<file path="src/rtl/i2c_master_sequencer_if.sv">
// Request/response and bit-engine handshake between the EEPROM sequencer and its neighbours.
// master = sequencer view, slave = requester / timer / bit-engine view.
interface i2c_master_sequencer_if;
  logic       i_Req;
  logic       i_RW;
  logic [6:0] i_Chip_Addr;
  logic [7:0] i_Reg_Addr;
  logic [7:0] i_Wr_Data;
  logic       i_Timer_Flag;
  logic       i_Ack_n;
  logic [7:0] i_Rx_Byte;
  logic [2:0] o_Current_State;
  logic [7:0] o_Tx_Byte;
  logic       o_Busy;
  logic       o_Done;
  logic       o_Ack_Err;
  logic [7:0] o_Rd_Data;

  modport master (
    input  i_Req, i_RW, i_Chip_Addr, i_Reg_Addr, i_Wr_Data, i_Timer_Flag, i_Ack_n, i_Rx_Byte,
    output o_Current_State, o_Tx_Byte, o_Busy, o_Done, o_Ack_Err, o_Rd_Data
  );
  modport slave (
    output i_Req, i_RW, i_Chip_Addr, i_Reg_Addr, i_Wr_Data, i_Timer_Flag, i_Ack_n, i_Rx_Byte,
    input  o_Current_State, o_Tx_Byte, o_Busy, o_Done, o_Ack_Err, o_Rd_Data
  );
endinterface

</file>
<file path="src/rtl/i2c_master_sequencer.sv">
// I2C EEPROM transaction sequencer: byte write / random read phases, ACK check,
// chip-address NACK retry with an idle gap, read data return with a done pulse.
module i2c_master_sequencer #(
  parameter int RETRY_MAX = 3,
  parameter int IDLE_GAP  = 15
) (
  input logic                         i_clk10MHz,
  input logic                         i_RST_n,
  i2c_master_sequencer_if.master      bus
);
  typedef enum logic [2:0] {
    S_IDLE  = 3'd0,
    S_START = 3'd1,
    S_CHIP  = 3'd2,
    S_REG   = 3'd3,
    S_DSEND = 3'd4,
    S_DRCV  = 3'd5,
    S_STOP  = 3'd6
  } state_t;

  localparam int RW_W = $clog2(RETRY_MAX + 2);
  localparam int GW   = $clog2(IDLE_GAP + 2) + 1;
  localparam logic [RW_W-1:0] L_RMAX     = RW_W'(RETRY_MAX);
  localparam logic [GW-1:0]   L_GAP_LAST = GW'(IDLE_GAP - 1);

  state_t          r_State;
  logic            r_RW;
  logic [6:0]      r_Chip;
  logic [7:0]      r_Reg;
  logic [7:0]      r_Wd;
  logic [7:0]      r_Tx;
  logic            r_Busy;
  logic            r_Done;
  logic            r_Ack_Err;
  logic [7:0]      r_Rd;
  logic [RW_W-1:0] r_Retry;
  logic [GW-1:0]   r_Gap;
  logic            r_Second;
  logic            r_Pend;
  logic            r_Abort;

  always_ff @(posedge i_clk10MHz or negedge i_RST_n) begin
    if (!i_RST_n) begin
      r_State   <= S_IDLE;
      r_RW      <= 1'b0;
      r_Chip    <= '0;
      r_Reg     <= '0;
      r_Wd      <= '0;
      r_Tx      <= '0;
      r_Busy    <= 1'b0;
      r_Done    <= 1'b0;
      r_Ack_Err <= 1'b0;
      r_Rd      <= '0;
      r_Retry   <= '0;
      r_Gap     <= '0;
      r_Second  <= 1'b0;
      r_Pend    <= 1'b0;
      r_Abort   <= 1'b0;
    end else begin
      r_Done <= 1'b0;
      case (r_State)
        S_IDLE: begin
          // Busy while Idle means we are sitting out the gap before a retry Start
          if (!r_Busy) begin
            if (bus.i_Req) begin
              r_RW      <= bus.i_RW;
              r_Chip    <= bus.i_Chip_Addr;
              r_Reg     <= bus.i_Reg_Addr;
              r_Wd      <= bus.i_Wr_Data;
              r_Busy    <= 1'b1;
              r_Ack_Err <= 1'b0;
              r_Retry   <= '0;
              r_Pend    <= 1'b0;
              r_Abort   <= 1'b0;
              r_Second  <= 1'b0;
              r_State   <= S_START;
            end
          end else if (r_Gap == L_GAP_LAST) begin
            r_State <= S_START;
          end else begin
            r_Gap <= r_Gap + 1'b1;
          end
        end
        S_START: if (bus.i_Timer_Flag) begin
          r_Tx    <= {r_Chip, r_Second};
          r_State <= S_CHIP;
        end
        S_CHIP: if (bus.i_Timer_Flag) begin
          if (bus.i_Ack_n) begin
            r_State <= S_STOP;
            if (r_Retry < L_RMAX) r_Pend  <= 1'b1;
            else                  r_Abort <= 1'b1;
          end else if (r_Second) begin
            r_State <= S_DRCV;
          end else begin
            r_Tx    <= r_Reg;
            r_State <= S_REG;
          end
        end
        S_REG: if (bus.i_Timer_Flag) begin
          if (bus.i_Ack_n) begin
            r_Abort <= 1'b1;
            r_State <= S_STOP;
          end else if (r_RW) begin
            r_Second <= 1'b1;
            r_State  <= S_START;
          end else begin
            r_Tx    <= r_Wd;
            r_State <= S_DSEND;
          end
        end
        S_DSEND: if (bus.i_Timer_Flag) begin
          if (bus.i_Ack_n) r_Abort <= 1'b1;
          r_State <= S_STOP;
        end
        S_DRCV: if (bus.i_Timer_Flag) begin
          r_Rd    <= bus.i_Rx_Byte;
          r_State <= S_STOP;
        end
        S_STOP: if (bus.i_Timer_Flag) begin
          r_Second <= 1'b0;
          r_Pend   <= 1'b0;
          if (r_Pend) begin
            r_Retry <= r_Retry + 1'b1;
            r_Gap   <= '0;
            r_State <= (IDLE_GAP == 0) ? S_START : S_IDLE;
          end else begin
            r_Busy    <= 1'b0;
            r_Done    <= 1'b1;
            r_Ack_Err <= r_Abort;
            r_State   <= S_IDLE;
          end
        end
        default: begin
          r_Busy  <= 1'b0;
          r_State <= S_IDLE;
        end
      endcase
    end
  end

  assign bus.o_Current_State = r_State;
  assign bus.o_Tx_Byte       = r_Tx;
  assign bus.o_Busy          = r_Busy;
  assign bus.o_Done          = r_Done;
  assign bus.o_Ack_Err       = r_Ack_Err;
  assign bus.o_Rd_Data       = r_Rd;
endmodule

</file>
<file path="src/flat_wrapper.sv">
// flat-port wrapper written by rule: the top's interface ports become plain ports
module i2c_master_sequencer_flat 
#(
  parameter int RETRY_MAX = 3,
  parameter int IDLE_GAP  = 15
)
  (i_clk10MHz, i_RST_n, bus_i_Req, bus_i_RW, bus_i_Chip_Addr, bus_i_Reg_Addr, bus_i_Wr_Data, bus_i_Timer_Flag, bus_i_Ack_n, bus_i_Rx_Byte, bus_o_Current_State, bus_o_Tx_Byte, bus_o_Busy, bus_o_Done, bus_o_Ack_Err, bus_o_Rd_Data);
  i2c_master_sequencer_if bus_i ();
  input logic i_clk10MHz;
  input logic i_RST_n;
  input wire logic [$bits(bus_i.i_Req)-1:0] bus_i_Req;
  input wire logic [$bits(bus_i.i_RW)-1:0] bus_i_RW;
  input wire logic [$bits(bus_i.i_Chip_Addr)-1:0] bus_i_Chip_Addr;
  input wire logic [$bits(bus_i.i_Reg_Addr)-1:0] bus_i_Reg_Addr;
  input wire logic [$bits(bus_i.i_Wr_Data)-1:0] bus_i_Wr_Data;
  input wire logic [$bits(bus_i.i_Timer_Flag)-1:0] bus_i_Timer_Flag;
  input wire logic [$bits(bus_i.i_Ack_n)-1:0] bus_i_Ack_n;
  input wire logic [$bits(bus_i.i_Rx_Byte)-1:0] bus_i_Rx_Byte;
  output wire logic [$bits(bus_i.o_Current_State)-1:0] bus_o_Current_State;
  output wire logic [$bits(bus_i.o_Tx_Byte)-1:0] bus_o_Tx_Byte;
  output wire logic [$bits(bus_i.o_Busy)-1:0] bus_o_Busy;
  output wire logic [$bits(bus_i.o_Done)-1:0] bus_o_Done;
  output wire logic [$bits(bus_i.o_Ack_Err)-1:0] bus_o_Ack_Err;
  output wire logic [$bits(bus_i.o_Rd_Data)-1:0] bus_o_Rd_Data;
  assign bus_i.i_Req = bus_i_Req;
  assign bus_i.i_RW = bus_i_RW;
  assign bus_i.i_Chip_Addr = bus_i_Chip_Addr;
  assign bus_i.i_Reg_Addr = bus_i_Reg_Addr;
  assign bus_i.i_Wr_Data = bus_i_Wr_Data;
  assign bus_i.i_Timer_Flag = bus_i_Timer_Flag;
  assign bus_i.i_Ack_n = bus_i_Ack_n;
  assign bus_i.i_Rx_Byte = bus_i_Rx_Byte;
  assign bus_o_Current_State = bus_i.o_Current_State;
  assign bus_o_Tx_Byte = bus_i.o_Tx_Byte;
  assign bus_o_Busy = bus_i.o_Busy;
  assign bus_o_Done = bus_i.o_Done;
  assign bus_o_Ack_Err = bus_i.o_Ack_Err;
  assign bus_o_Rd_Data = bus_i.o_Rd_Data;
  i2c_master_sequencer #(.RETRY_MAX(RETRY_MAX), .IDLE_GAP(IDLE_GAP)) u_core (.i_clk10MHz(i_clk10MHz), .i_RST_n(i_RST_n), .bus(bus_i));
endmodule
</file>
<file path="config.mk">
export PLATFORM = sky130hd
export DESIGN_NAME = i2c_master_sequencer_flat
export DESIGN_NICKNAME = d
export VERILOG_FILES = /design/src/rtl/i2c_master_sequencer_if.sv /design/src/rtl/i2c_master_sequencer.sv /design/src/flat_wrapper.sv
export SDC_FILE = /design/constraint.sdc
export NUM_CORES = 1
export LEC_CHECK = 0
export ABC_AREA = 1
export CORE_ASPECT_RATIO = 1.5
export CORE_UTILIZATION = 47
export DETAILED_ROUTE_END_ITERATION = 7
export GPL_TIMING_DRIVEN = 0
export PLACE_DENSITY = 0.85
export SLEW_MARGIN = 30
export SYNTH_ARGS = -nofsm -noshare
export SYNTH_HDL_FRONTEND = slang
export SYNTH_SLANG_ARGS = --single-unit
</file>
<file path="constraint.sdc">
create_clock -name i_clk10MHz -period 1.5 [get_ports i_clk10MHz]
set_clock_uncertainty 0.15 [all_clocks]
set_input_delay 0.15 -clock i_clk10MHz [delete_from_list [all_inputs] [get_ports i_clk10MHz]]
set_output_delay 0.15 -clock i_clk10MHz [all_outputs]
set_load 0.005 [all_outputs]
</file>
==> flow_summary.html, run 1 <==
<table>
<tr><th>Metric</th><th>Value</th></tr>
<tr><th colspan="2">Detailed routing</th></tr>
<tr><td>Vias after detailed routing</td><td>3101</td></tr>
<tr><td>Avg Vias per Cell</td><td>5.431</td></tr>
<tr><td>DRC Markers</td><td>0</td></tr>
<tr><td>Drt initial violations</td><td>240</td></tr>
<tr><td>Drt wl/cell</td><td>15.70 µm</td></tr>
<tr><td>Iteration count of the initial detailed-routing pass</td><td>5</td></tr>
<tr><td>Routed wire length</td><td>8967 µm</td></tr>
<tr><td>Number of antenna-violating nets in the routed design</td><td>0</td></tr>
<tr><th colspan="2">Global routing</th></tr>
<tr><td>Number of antenna violations at the first check in global routing</td><td>0</td></tr>
<tr><td>Overflow left after global routing</td><td>0</td></tr>
<tr><td>Maximum number of pins on one net before global-route repair</td><td>31</td></tr>
<tr><td>Aggregate global-route resource usage</td><td>24.88%</td></tr>
<tr><td>Vias in the first global route</td><td>2843</td></tr>
<tr><td>Global-route wire length before repair</td><td>12490 µm</td></tr>
<tr><th colspan="2">Floorplanning</th></tr>
<tr><td>DIE HEIGHT</td><td>99.80 µm</td></tr>
<tr><td>Core area</td><td>6131 µm²</td></tr>
<tr><td>Horizontal extent of the die</td><td>67.20 µm</td></tr>
<tr><td>Starting Density</td><td>48.88%</td></tr>
<tr><td>Area of the die</td><td>6706 µm²</td></tr>
<tr><td>Number of core rows</td><td>35</td></tr>
<tr><td>Num ports</td><td>59</td></tr>
<tr><th colspan="2">Finish</th></tr>
<tr><td>Layout filler cell count</td><td>407</td></tr>
<tr><td>Antenna diode count</td><td>0</td></tr>
<tr><td>Final Instance Area</td><td>4511 µm²</td></tr>
<tr><td>Growth of design area from synthesis to finish</td><td>50.52%</td></tr>
<tr><td>Footprint of the flip-flops and latches</td><td>1456 µm²</td></tr>
<tr><td>Layout cell share with drive strength beyond 1</td><td>30.38%</td></tr>
<tr><td>Area of the multi-input gates</td><td>1605 µm²</td></tr>
<tr><td>Non-filler instance count after layout</td><td>571</td></tr>
<tr><td>Layout net count</td><td>532</td></tr>
<tr><th colspan="2">Synthesis</th></tr>
<tr><td>Adder-cell area share of the yosys netlist</td><td>1.253%</td></tr>
<tr><td>Fraction of synthesized cell area taken by the top area cell type</td><td>48.43%</td></tr>
<tr><td>EDFF count, synth</td><td>0</td></tr>
<tr><td>Synthesized-area fraction occupied by xor and xnor cells</td><td>0.5846%</td></tr>
<tr><td>Basic-gate share of the synthesized area counting and, or, nand and nor cells</td><td>36.99%</td></tr>
<tr><td>Portion of the post-synthesis area used by sequential elements</td><td>48.43%</td></tr>
<tr><td>Flop and latch count out of synthesis</td><td>58</td></tr>
<tr><td>Compound-cell area share of the yosys netlist</td><td>6.138%</td></tr>
<tr><td>Cells taking the most area after synthesis</td><td>dfrtp_1, nand2_1, nand3_1</td></tr>
<tr><td>Mux contribution to synthesized area</td><td>0%</td></tr>
<tr><td>Cells after Synth</td><td>388</td></tr>
<tr><td>Post-synth design cell area</td><td>2997 µm²</td></tr>
<tr><td>Ranking of synthesized cells by instance count</td><td>nand2_1, dfrtp_1, nand3_1, inv_1, o21ai_0</td></tr>
<tr><td>Dominant combinational cell family by area after synthesis</td><td>simple AND/OR/NAND/NOR gates</td></tr>
<tr><td>Post-synthesis cell type count</td><td>28</td></tr>
<tr><td>Synth async-reset ratio</td><td>100.0%</td></tr>
<tr><td>Synth Flop Type</td><td>dfrtp_1</td></tr>
<tr><td>Leading cell type by number of instances after synthesis</td><td>nand2_1</td></tr>
<tr><td>Mean Syn Cell Area</td><td>7.723 µm²</td></tr>
<tr><td>Yosys top cell by area</td><td>dfrtp_1</td></tr>
<tr><td>Synthesized Nets</td><td>428</td></tr>
<tr><td>Yosys warning total</td><td>0</td></tr>
<tr><th colspan="2">STA</th></tr>
<tr><td>Worst slew margin</td><td>70.15%</td></tr>
<tr><td>Number of endpoints failing setup at the final stage</td><td>46</td></tr>
<tr><td>Final Cycle Share</td><td>111.0%</td></tr>
<tr><td>Min Clock Period, post-route</td><td>1666 ps</td></tr>
<tr><td>Hold Fails Final Rpt</td><td>0</td></tr>
<tr><td>Slew at the pin closest to its max-slew limit</td><td>447.1 ps</td></tr>
<tr><td>Final worst-path setup slack</td><td>-165.7 ps</td></tr>
<tr><td>Setup repair after global routing missed its margin</td><td>true</td></tr>
<tr><td>FMAX</td><td>600.4 MHz</td></tr>
<tr><td>Number of slew-limit violations in the final report</td><td>0</td></tr>
<tr><th colspan="2">Critical path</th></tr>
<tr><td>Capture instance of the worst register-to-register path</td><td>u_core.bus.o_Tx_Byte[0]</td></tr>
<tr><td>Cell family with the largest share of critical-path delay</td><td>simple AND/OR/NAND/NOR gates</td></tr>
<tr><td>Sequence of cells on the critical path</td><td>nor2_4, buf_6, nand2_8, inv_6, buf_6, nand2_2, nand3_2, nand3_2, nand2_1</td></tr>
<tr><td>Cell count of the worst reg-to-reg path</td><td>9</td></tr>
<tr><td>Worst endpoint data arrival time</td><td>1800 ps</td></tr>
<tr><td>Flop-to-flop setup slack</td><td>-170 ps</td></tr>
<tr><td>CP Max Fanout</td><td>6</td></tr>
<tr><td>Buffers plus inverters on the worst setup path</td><td>3</td></tr>
<tr><td>Critical path type</td><td>flop to flop</td></tr>
<tr><td>CP startpoint kind</td><td>flop</td></tr>
<tr><td>Slowest-stage cell, CP</td><td>dfrtp_2</td></tr>
<tr><td>Delay of the slowest cell on the worst path</td><td>490 ps</td></tr>
<tr><td>Startpoint of the worst-slack reg-to-reg timing path</td><td>u_core.bus.o_Current_State[0]</td></tr>
<tr><td>Data required time of the critical path</td><td>1630 ps</td></tr>
<tr><td>Kind of end point of the critical path</td><td>flop</td></tr>
<tr><th colspan="2">Placed design</th></tr>
<tr><td>Standard cell area after detailed placement</td><td>3696 µm²</td></tr>
<tr><td>HPWL Detailed</td><td>5001 µm</td></tr>
<tr><td>Cell count after placement</td><td>521</td></tr>
<tr><td>GP Congestion</td><td>0.8881</td></tr>
<tr><td>Count of buffers inserted at the top-level ports</td><td>58</td></tr>
<tr><th colspan="2">CTS</th></tr>
<tr><td>CTS tree</td><td>built</td></tr>
<tr><td>Clock insertion delay at the later pin of the skew report</td><td>340 ps</td></tr>
<tr><td>Number of buffers added by the clock tree synthesis step</td><td>9</td></tr>
<tr><td>Root buffer cell</td><td>clkbuf_8</td></tr>
<tr><td>Sink Count</td><td>58</td></tr>
<tr><td>CTS HTree Levels</td><td>3</td></tr>
<tr><td>Clock edge transition at the registers on the reported setup and hold paths</td><td>70 ps</td></tr>
<tr><td>Clock Path Buffers</td><td>2</td></tr>
<tr><th colspan="2">Power</th></tr>
<tr><td>Peak supply drop</td><td>1.116 mV</td></tr>
<tr><td>Ratio of total power to cell area</td><td>1919 nW/µm²</td></tr>
<tr><td>Leakage Power</td><td>2.377 nW</td></tr>
<tr><th colspan="2">Min path</th></tr>
<tr><td>Worst Hold Class</td><td>input port to async pin</td></tr>
<tr><th colspan="2">Outcome</th></tr>
<tr><td>Status</td><td>finished, violations left</td></tr>
<tr><td>Violated checks</td><td>negative setup slack</td></tr>
<tr><th colspan="2">Run</th></tr>
<tr><td>Max Cap Viol</td><td>0</td></tr>
</table>
==> through the flow <==
step	hold slack, ps	worst slack, ps	total power [mW]	utilization (%)	setup TNS [ps]
3_3_place_gp	304.0	-1792	5.610	60.00	-101790
4_1_cts	119.4	-94.16	7.690	67.98	-2037
2_1_floorplan	-295.6	13.63	4.618	-	0
3_5_place_dp	-54.21	-291.6	5.753	60.29	-10620
6_report	114.1	-165.7	8.654	73.57	-4902
5_1_grt	160.1	-224.9	9.166	73.57	-7824
==> sequential cells by signal, indices dropped and copies added (netlist names) <==
name / count
u_core.bus.o_Ack_Err: 1
u_core.bus.o_Busy: 1
u_core.bus.o_Current_State: 3
u_core.bus.o_Done: 1
u_core.bus.o_Rd_Data: 8
u_core.bus.o_Tx_Byte: 8
u_core.r_Abort: 1
u_core.r_Chip: 7
u_core.r_Gap: 6
u_core.r_Pend: 1
u_core.r_RW: 1
u_core.r_Reg: 8
u_core.r_Retry: 3
u_core.r_Second: 1
u_core.r_Wd: 8
==> layout make-up <==
cell class | instances | share of cell area, %
multi-input cells | 286 | 35.59
flip-flops and latches | 58 | 32.29
repair buffers | 93 | 20.00
inverters | 37 | 3.800
clock buffers | 11 | 3.356
well taps | 74 | 2.053
plain buffers | 7 | 1.748
clock inverters | 5 | 1.165
==> layout by cell type (no fill, tap or decap), types with 2 or more instances in the layout <==
master / count
clkbuf_8: 11
dfrtp_1: 54
inv_4: 5
nand3_2: 9
nand2_2: 35
buf_4: 22
xnor2_1: 2
o21ai_2: 6
buf_8: 2
o21ai_1: 8
dfrtp_2: 4
nor2_2: 2
ha_1: 2
nor2_4: 5
nand4_1: 2
nand3_1: 23
a21oi_2: 2
clkinv_4: 3
nand2_1: 148
clkinv_2: 3
buf_12: 3
o21ai_4: 4
inv_2: 3
nand2_8: 3
nand3_4: 3
inv_1: 25
clkdlybuf4s50_1: 35
nand2_4: 6
dlygate4sd2_1: 21
buf_6: 15
nor2_1: 11
o21ai_0: 3
a21oi_1: 7
==> what timing repair did <==
action                                  in CTS  in global routing
hold buffers                                 1                  0
endpoints found under the setup margin      78                 58
endpoints found under the hold margin       58                  0
setup buffers                               15                 14
cloned                                       3                  1
pin swaps                                   12                 13
resized for setup                           70                 73
==> layer usage <==
metal,track usage [%],vias up,share of wire (%)
li1,-,1425,-
met1,27.66,1455,36
met2,42.77,161,53
met3,5.568,60,5.6
met4,13.42,0,5.4
met5,0,-,0
==> logic make-up after synthesis <==
kind of cell | Yosys count
AND/OR/NAND/NOR | 250
AO/OA/AOI/OAI | 31
flip-flops | 58
adder cells (fa/ha/maj) | 3
buffers and inverters | 44
XOR/XNOR | 2
==> worst max path at each step <==
stage               depth (start not counted)  slack [ps]                            end                           from
floorplan                                   7          10                    u_core.r_RW  u_core.bus.o_Current_State[2]
global placement                            1       -1790  u_core.bus.o_Current_State[0]                        i_RST_n
detailed placement                          6        -290        u_core.bus.o_Tx_Byte[2]               bus_i_Timer_Flag
CTS                                         7         -90               u_core.r_Chip[4]  u_core.bus.o_Current_State[0]
global route                                7        -220                u_core.r_Gap[2]  u_core.bus.o_Current_State[0]
finish                                      9        -170        u_core.bus.o_Tx_Byte[0]  u_core.bus.o_Current_State[0]
==> where the power goes <==
| part | leakage [nW] | switching, mW | internal, mW |
|---|---|---|---|
| logic | 1.53 | 2.48 | 1.94 |
| registers | 0.741 | 0.571 | 2.20 |
| clock network | 0.105 | 0.614 | 0.847 |
| total | 2.38 | 3.66 | 4.99 |
Power figures use the tool's default switching activity.
==> inputs of run 2 (changes only) <==
SETUP_SLACK_MARGIN = 0.5   (was not set)
==> flow_summary.html, run 2 (same netlist as run 1, synthesis figures left out) <==
<table>
<tr><th>Metric</th><th>Value</th></tr>
<tr><th colspan="2">Detailed routing</th></tr>
<tr><td>Avg Vias per Cell</td><td>5.606</td></tr>
<tr><td>Drt wl/cell</td><td>17.51 µm</td></tr>
<tr><td>Vias after detailed routing</td><td>3347</td></tr>
<tr><td>Routed wire length</td><td>10450 µm</td></tr>
<tr><td>DRC Markers</td><td>0</td></tr>
<tr><td>Iteration count of the initial detailed-routing pass</td><td>7</td></tr>
<tr><td>Drt initial violations</td><td>293</td></tr>
<tr><td>Number of antenna-violating nets in the routed design</td><td>0</td></tr>
<tr><th colspan="2">STA</th></tr>
<tr><td>Final worst-path setup slack</td><td>-226.8 ps</td></tr>
<tr><td>Worst slew margin</td><td>70.59%</td></tr>
<tr><td>Number of endpoints failing setup at the final stage</td><td>53</td></tr>
<tr><td>Slew at the pin closest to its max-slew limit</td><td>440.7 ps</td></tr>
<tr><td>FMAX</td><td>579.1 MHz</td></tr>
<tr><td>Hold WS</td><td>78.45 ps</td></tr>
<tr><td>Number of slew-limit violations in the final report</td><td>0</td></tr>
<tr><td>Min Clock Period, post-route</td><td>1727 ps</td></tr>
<tr><td>Setup repair after global routing missed its margin</td><td>true</td></tr>
<tr><td>Hold Fails Final Rpt</td><td>0</td></tr>
<tr><td>Final Cycle Share</td><td>115.1%</td></tr>
<tr><th colspan="2">Floorplanning</th></tr>
<tr><td>Area of the die</td><td>6706 µm²</td></tr>
<tr><td>Num ports</td><td>59</td></tr>
<tr><td>DIE HEIGHT</td><td>99.80 µm</td></tr>
<tr><td>Horizontal extent of the die</td><td>67.20 µm</td></tr>
<tr><td>Core area</td><td>6131 µm²</td></tr>
<tr><td>Number of core rows</td><td>35</td></tr>
<tr><td>Starting Density</td><td>48.88%</td></tr>
<tr><th colspan="2">Global routing</th></tr>
<tr><td>Global-route wire length before repair</td><td>14080 µm</td></tr>
<tr><td>Aggregate global-route resource usage</td><td>28.22%</td></tr>
<tr><td>Vias in the first global route</td><td>3135</td></tr>
<tr><td>Maximum number of pins on one net before global-route repair</td><td>36</td></tr>
<tr><td>Overflow left after global routing</td><td>0</td></tr>
<tr><td>Number of antenna violations at the first check in global routing</td><td>0</td></tr>
<tr><th colspan="2">Placed design</th></tr>
<tr><td>Count of buffers inserted at the top-level ports</td><td>58</td></tr>
<tr><td>HPWL Detailed</td><td>5072 µm</td></tr>
<tr><td>GP Congestion</td><td>0.8628</td></tr>
<tr><th colspan="2">CTS</th></tr>
<tr><td>Clock edge transition at the registers on the reported setup and hold paths</td><td>70 ps</td></tr>
<tr><td>CTS HTree Levels</td><td>3</td></tr>
<tr><td>CTS tree</td><td>built</td></tr>
<tr><td>Clock insertion delay at the later pin of the skew report</td><td>360 ps</td></tr>
<tr><td>Clock Path Buffers</td><td>2</td></tr>
<tr><td>Root buffer cell</td><td>clkbuf_8</td></tr>
<tr><td>Number of buffers added by the clock tree synthesis step</td><td>9</td></tr>
<tr><td>Sink Count</td><td>58</td></tr>
<tr><th colspan="2">Power</th></tr>
<tr><td>Leakage Power</td><td>2.484 nW</td></tr>
<tr><td>Total power of the final layout</td><td>9.218 mW</td></tr>
<tr><td>Ratio of total power to cell area</td><td>1989 nW/µm²</td></tr>
<tr><td>Peak supply drop</td><td>1.241 mV</td></tr>
<tr><th colspan="2">Critical path</th></tr>
<tr><td>Worst endpoint data arrival time</td><td>1870 ps</td></tr>
<tr><td>Kind of end point of the critical path</td><td>flop</td></tr>
<tr><td>Cell count of the worst reg-to-reg path</td><td>9</td></tr>
<tr><td>Critical path type</td><td>flop to flop</td></tr>
<tr><td>CP Max Fanout</td><td>5</td></tr>
<tr><td>Sequence of cells on the critical path</td><td>nor2_4, buf_4, nand2_4, inv_4, buf_8, nand2_1, nand3_1, nand3_1, nand2_1</td></tr>
<tr><td>Slowest-stage cell, CP</td><td>dfrtp_2</td></tr>
<tr><td>Data required time of the critical path</td><td>1640 ps</td></tr>
<tr><td>Capture instance of the worst register-to-register path</td><td>u_core.bus.o_Tx_Byte[7]</td></tr>
<tr><td>Startpoint of the worst-slack reg-to-reg timing path</td><td>u_core.bus.o_Current_State[0]</td></tr>
<tr><td>Delay of the slowest cell on the worst path</td><td>470 ps</td></tr>
<tr><td>CP startpoint kind</td><td>flop</td></tr>
<tr><td>Flop-to-flop setup slack</td><td>-230 ps</td></tr>
<tr><th colspan="2">Run</th></tr>
<tr><td>Max Cap Viol</td><td>0</td></tr>
<tr><th colspan="2">Min path</th></tr>
<tr><td>Worst Hold Class</td><td>input port to async pin</td></tr>
<tr><th colspan="2">Finish</th></tr>
<tr><td>Antenna diode count</td><td>0</td></tr>
<tr><td>Growth of design area from synthesis to finish</td><td>54.66%</td></tr>
<tr><td>Layout net count</td><td>558</td></tr>
<tr><td>Most common cell after layout, fill and taps aside</td><td>nand2_1</td></tr>
<tr><td>Leading cell types in the layout, fill and taps excluded</td><td>nand2_1, dfrtp_1, buf_4</td></tr>
<tr><td>Layout cell share with drive strength beyond 1</td><td>33.65%</td></tr>
<tr><th colspan="2">Outcome</th></tr>
<tr><td>Violated checks</td><td>negative setup slack</td></tr>
<tr><td>Status</td><td>finished, violations left</td></tr>
</table>
==> run 2: changes by cell type in the layout (fill, tap and decap cells not counted), moves of 2 or more <==
cell,delta
buf_2,+18
buf_4,+18
buf_6,+6
dlygate4sd2_1,-19
inv_2,+3
inv_4,-2
nand2_1,+18
nand2_2,-17
nand3_1,+2
nand3_2,-2
o21ai_0,+4
o21ai_2,-3
==> run 2: per-stage QoR <==
| step | setup TNS (ps) | area [µm²] | instances | worst slack, ps | util [%] |
|---|---|---|---|---|---|
| floorplan | 0 | 3048 | 388 | 22.06 | - |
| global placement | -102690 | 3721 | 520 | -1804 | 60.69 |
| detailed placement | -10540 | 3739 | 521 | -309.3 | 60.98 |
| CTS | -1467 | 4313 | 578 | -65.52 | 70.35 |
| global route | -8824 | 4634 | 597 | -247.5 | 75.59 |
| finish | -6398 | 4634 | 597 | -226.8 | 75.59 |
==> run 2: final cells by class <==
cell class	instances	area [µm²]
multi-input combinational	287	1553
buffer	7	86.33
sequential	58	1456
inverter	37	166.4
tap	74	92.59
clock buffer	11	151.4
timing repair buffer	118	1076
fill	392	1496
clock inverter	5	52.55
==> run 2: power by group <==
part           internal (mW)  total, mW  switching (mW)
clock network          0.848       1.50           0.654
logic                   2.29       4.98            2.68
registers               2.20       2.74           0.541
==> run 2: critical path, delay by kind of cell (launching register included) <==
family | cells | cell delay (ps)
flops | 1 | 470
simple gates | 6 | 660
buf+inv | 3 | 370
==> run 2: metal layers <==
layer  vias up  global-route usage [%]  share of wire [%]
li1       1473                       -                  -
met1      1567                   30.20                 34
met2       214                   48.54                 52
met3        93                   7.159                6.8
met4         0                   16.53                7.3
met5         -                       0                  0
==> run 2: worst max path at each step <==
stage / start / to / slack [ps] / cells past startpoint
after detailed placement: bus_i_Timer_Flag / u_core.bus.o_Ack_Err / -310 / 6
after global routing: u_core.bus.o_Current_State[0] / u_core.bus.o_Tx_Byte[7] / -250 / 9
after global placement: i_RST_n / u_core.bus.o_Current_State[0] / -1800 / 1
final: u_core.bus.o_Current_State[0] / u_core.bus.o_Tx_Byte[7] / -230 / 9
after CTS: u_core.bus.o_Current_State[0] / u_core.r_Gap[4] / -70 / 6
after floorplan: u_core.bus.o_Current_State[0] / u_core.r_RW / 20 / 7
==> run 2: what timing repair did <==
item                                    CTS  global route
endpoints found under the hold margin    58             0
buffers inserted                         38            15
gates cloned                              2             4
endpoints found under the setup margin   80            80
resized for setup                       112            58
hold buffers                              1             0
pin swaps                                 9            17
==> inputs of run 3 (changes only) <==
CORE_MARGIN = 5   (was not set)
==> flow_summary.html, run 3 (same netlist as run 1, synthesis figures left out) <==
<table>
<tr><th>Metric</th><th>Value</th></tr>
<tr><th colspan="2">STA</th></tr>
<tr><td>FMAX</td><td>580.7 MHz</td></tr>
<tr><td>Number of slew-limit violations in the final report</td><td>0</td></tr>
<tr><td>Final worst-path setup slack</td><td>-222.1 ps</td></tr>
<tr><td>Slew at the pin closest to its max-slew limit</td><td>466.3 ps</td></tr>
<tr><td>Hold Fails Final Rpt</td><td>0</td></tr>
<tr><td>Number of endpoints failing setup at the final stage</td><td>49</td></tr>
<tr><td>Setup repair after global routing missed its margin</td><td>true</td></tr>
<tr><td>Hold WS</td><td>80.92 ps</td></tr>
<tr><td>Final Cycle Share</td><td>114.8%</td></tr>
<tr><td>Min Clock Period, post-route</td><td>1722 ps</td></tr>
<tr><td>Worst slew margin</td><td>68.82%</td></tr>
<tr><th colspan="2">CTS</th></tr>
<tr><td>CTS HTree Levels</td><td>3</td></tr>
<tr><td>Clock edge transition at the registers on the reported setup and hold paths</td><td>70 ps</td></tr>
<tr><td>Clock Path Buffers</td><td>2</td></tr>
<tr><td>Sink Count</td><td>58</td></tr>
<tr><td>CTS tree</td><td>built</td></tr>
<tr><td>Root buffer cell</td><td>clkbuf_8</td></tr>
<tr><td>Number of buffers added by the clock tree synthesis step</td><td>9</td></tr>
<tr><td>Clock insertion delay at the later pin of the skew report</td><td>350 ps</td></tr>
<tr><th colspan="2">Placed design</th></tr>
<tr><td>Count of buffers inserted at the top-level ports</td><td>58</td></tr>
<tr><td>GP Congestion</td><td>0.8315</td></tr>
<tr><td>HPWL Detailed</td><td>5163 µm</td></tr>
<tr><td>Cell count after placement</td><td>521</td></tr>
<tr><th colspan="2">Finish</th></tr>
<tr><td>Most common cell after layout, fill and taps aside</td><td>nand2_1</td></tr>
<tr><td>Layout net count</td><td>548</td></tr>
<tr><td>Growth of design area from synthesis to finish</td><td>55.91%</td></tr>
<tr><td>Non-filler instance count after layout</td><td>587</td></tr>
<tr><td>Leading cell types in the layout, fill and taps excluded</td><td>nand2_1, dfrtp_1, buf_4</td></tr>
<tr><td>Antenna diode count</td><td>0</td></tr>
<tr><td>Layout cell share with drive strength beyond 1</td><td>36.45%</td></tr>
<tr><th colspan="2">Critical path</th></tr>
<tr><td>Sequence of cells on the critical path</td><td>nor2_4, buf_12, nand3_4, nor2_2, nor2_1, nor2_1, nand2_1, nand2_1</td></tr>
<tr><td>Slowest-stage cell, CP</td><td>dfrtp_2</td></tr>
<tr><td>Data required time of the critical path</td><td>1640 ps</td></tr>
<tr><td>Capture instance of the worst register-to-register path</td><td>u_core.r_Gap[5]</td></tr>
<tr><td>Buffers plus inverters on the worst setup path</td><td>1</td></tr>
<tr><td>Cell family with the largest share of critical-path delay</td><td>simple AND/OR/NAND/NOR gates</td></tr>
<tr><td>Kind of end point of the critical path</td><td>flop</td></tr>
<tr><td>Delay of the slowest cell on the worst path</td><td>470 ps</td></tr>
<tr><td>CP Max Fanout</td><td>4</td></tr>
<tr><td>Startpoint of the worst-slack reg-to-reg timing path</td><td>u_core.bus.o_Current_State[0]</td></tr>
<tr><td>Worst endpoint data arrival time</td><td>1860 ps</td></tr>
<tr><td>CP startpoint kind</td><td>flop</td></tr>
<tr><td>Flop-to-flop setup slack</td><td>-220 ps</td></tr>
<tr><td>Critical path type</td><td>flop to flop</td></tr>
<tr><td>Cell count of the worst reg-to-reg path</td><td>8</td></tr>
<tr><th colspan="2">Global routing</th></tr>
<tr><td>Number of antenna violations at the first check in global routing</td><td>0</td></tr>
<tr><td>Vias in the first global route</td><td>2992</td></tr>
<tr><td>Maximum number of pins on one net before global-route repair</td><td>36</td></tr>
<tr><td>Overflow left after global routing</td><td>0</td></tr>
<tr><td>Aggregate global-route resource usage</td><td>21.91%</td></tr>
<tr><td>Global-route wire length before repair</td><td>13570 µm</td></tr>
<tr><th colspan="2">Outcome</th></tr>
<tr><td>Status</td><td>finished, violations left</td></tr>
<tr><td>Violated checks</td><td>negative setup slack</td></tr>
<tr><th colspan="2">Floorplanning</th></tr>
<tr><td>Horizontal extent of the die</td><td>75.20 µm</td></tr>
<tr><td>Number of core rows</td><td>35</td></tr>
<tr><td>DIE HEIGHT</td><td>107.8 µm</td></tr>
<tr><td>Starting Density</td><td>48.53%</td></tr>
<tr><td>Core area</td><td>6175 µm²</td></tr>
<tr><td>Num ports</td><td>59</td></tr>
<tr><td>Area of the die</td><td>8106 µm²</td></tr>
<tr><th colspan="2">Detailed routing</th></tr>
<tr><td>Avg Vias per Cell</td><td>5.518</td></tr>
<tr><td>Drt wl/cell</td><td>17.71 µm</td></tr>
<tr><td>Vias after detailed routing</td><td>3239</td></tr>
<tr><td>Drt initial violations</td><td>390</td></tr>
<tr><td>Iteration count of the initial detailed-routing pass</td><td>7</td></tr>
<tr><td>Routed wire length</td><td>10400 µm</td></tr>
<tr><td>DRC Markers</td><td>0</td></tr>
<tr><td>Number of antenna-violating nets in the routed design</td><td>0</td></tr>
<tr><th colspan="2">Run</th></tr>
<tr><td>Max Cap Viol</td><td>0</td></tr>
<tr><th colspan="2">Power</th></tr>
<tr><td>Peak supply drop</td><td>1.451 mV</td></tr>
<tr><td>Leakage Power</td><td>2.459 nW</td></tr>
<tr><td>Ratio of total power to cell area</td><td>2034 nW/µm²</td></tr>
<tr><th colspan="2">Min path</th></tr>
<tr><td>Worst Hold Class</td><td>input port to async pin</td></tr>
</table>
run 3: power breakdown:
part / internal [mW] / switching (mW)
logic: 2.24 / 2.74
registers: 2.20 / 0.595
clock network: 1.07 / 0.654
total: 5.51 / 3.99
run 3: metal layers:
layer	global-route usage (%)	vias up	routed length (µm)
met5	0	-	0
met1	25.19	1540	3679
met3	4.579	56	726
met4	14.50	0	532
met2	35.60	197	5458
li1	-	1446	-
run 3: worst reg2reg max path, stage by stage (launching register included):
cell and delay [ps]:
dfrtp_2 470, nor2_4 200, buf_12 140, nand3_4 90
nor2_2 190, nor2_1 80, nor2_1 150, nand2_1 100
nand2_1 80
run 3: timing repair:
item                       in CTS  in global routing
hold buffers                    1                  0
cloned                          3                  2
hold endpoints to repair       58                  0
pin swaps                       8                 26
buffers inserted               31                 13
setup endpoints to repair      80                 80
resized for setup             130                 60
run 3: how the worst max path moves through the flow:
stage,from,to,slack (ps),cells past startpoint
after floorplan,u_core.bus.o_Current_State[0],u_core.r_RW,20,7
after global placement,i_RST_n,u_core.bus.o_Current_State[0],-1800,1
after detailed placement,bus_i_Timer_Flag,u_core.r_Pend,-280,8
after CTS,u_core.bus.o_Current_State[0],u_core.r_Gap[1],-60,6
after global routing,u_core.bus.o_Current_State[0],u_core.r_Gap[5],-330,8
final,u_core.bus.o_Current_State[0],u_core.r_Gap[5],-220,8
run 3: final cells by class:
class                      count  area (µm²)
inverter                      37       176.4
fill                         379        1503
multi-input combinational    286        1639
clock buffer                  12       165.2
buffer                         7       78.83
tap                           74       92.59
sequential                    58        1456
timing repair buffer         109       991.0
clock inverter                 4       72.57
run 3: through the flow:
stage	power, mW	setup TNS (ps)	setup slack [ps]	area, µm²	util (%)
after floorplan	4.698	0	22.06	3048	-
after global placement	5.708	-102820	-1796	3721	60.26
after detailed placement	5.849	-10190	-278.9	3739	60.55
after CTS	8.148	-1326	-61.50	4299	69.63
after global routing	9.968	-7633	-331.8	4672	75.66
final	9.505	-4844	-222.1	4672	75.66
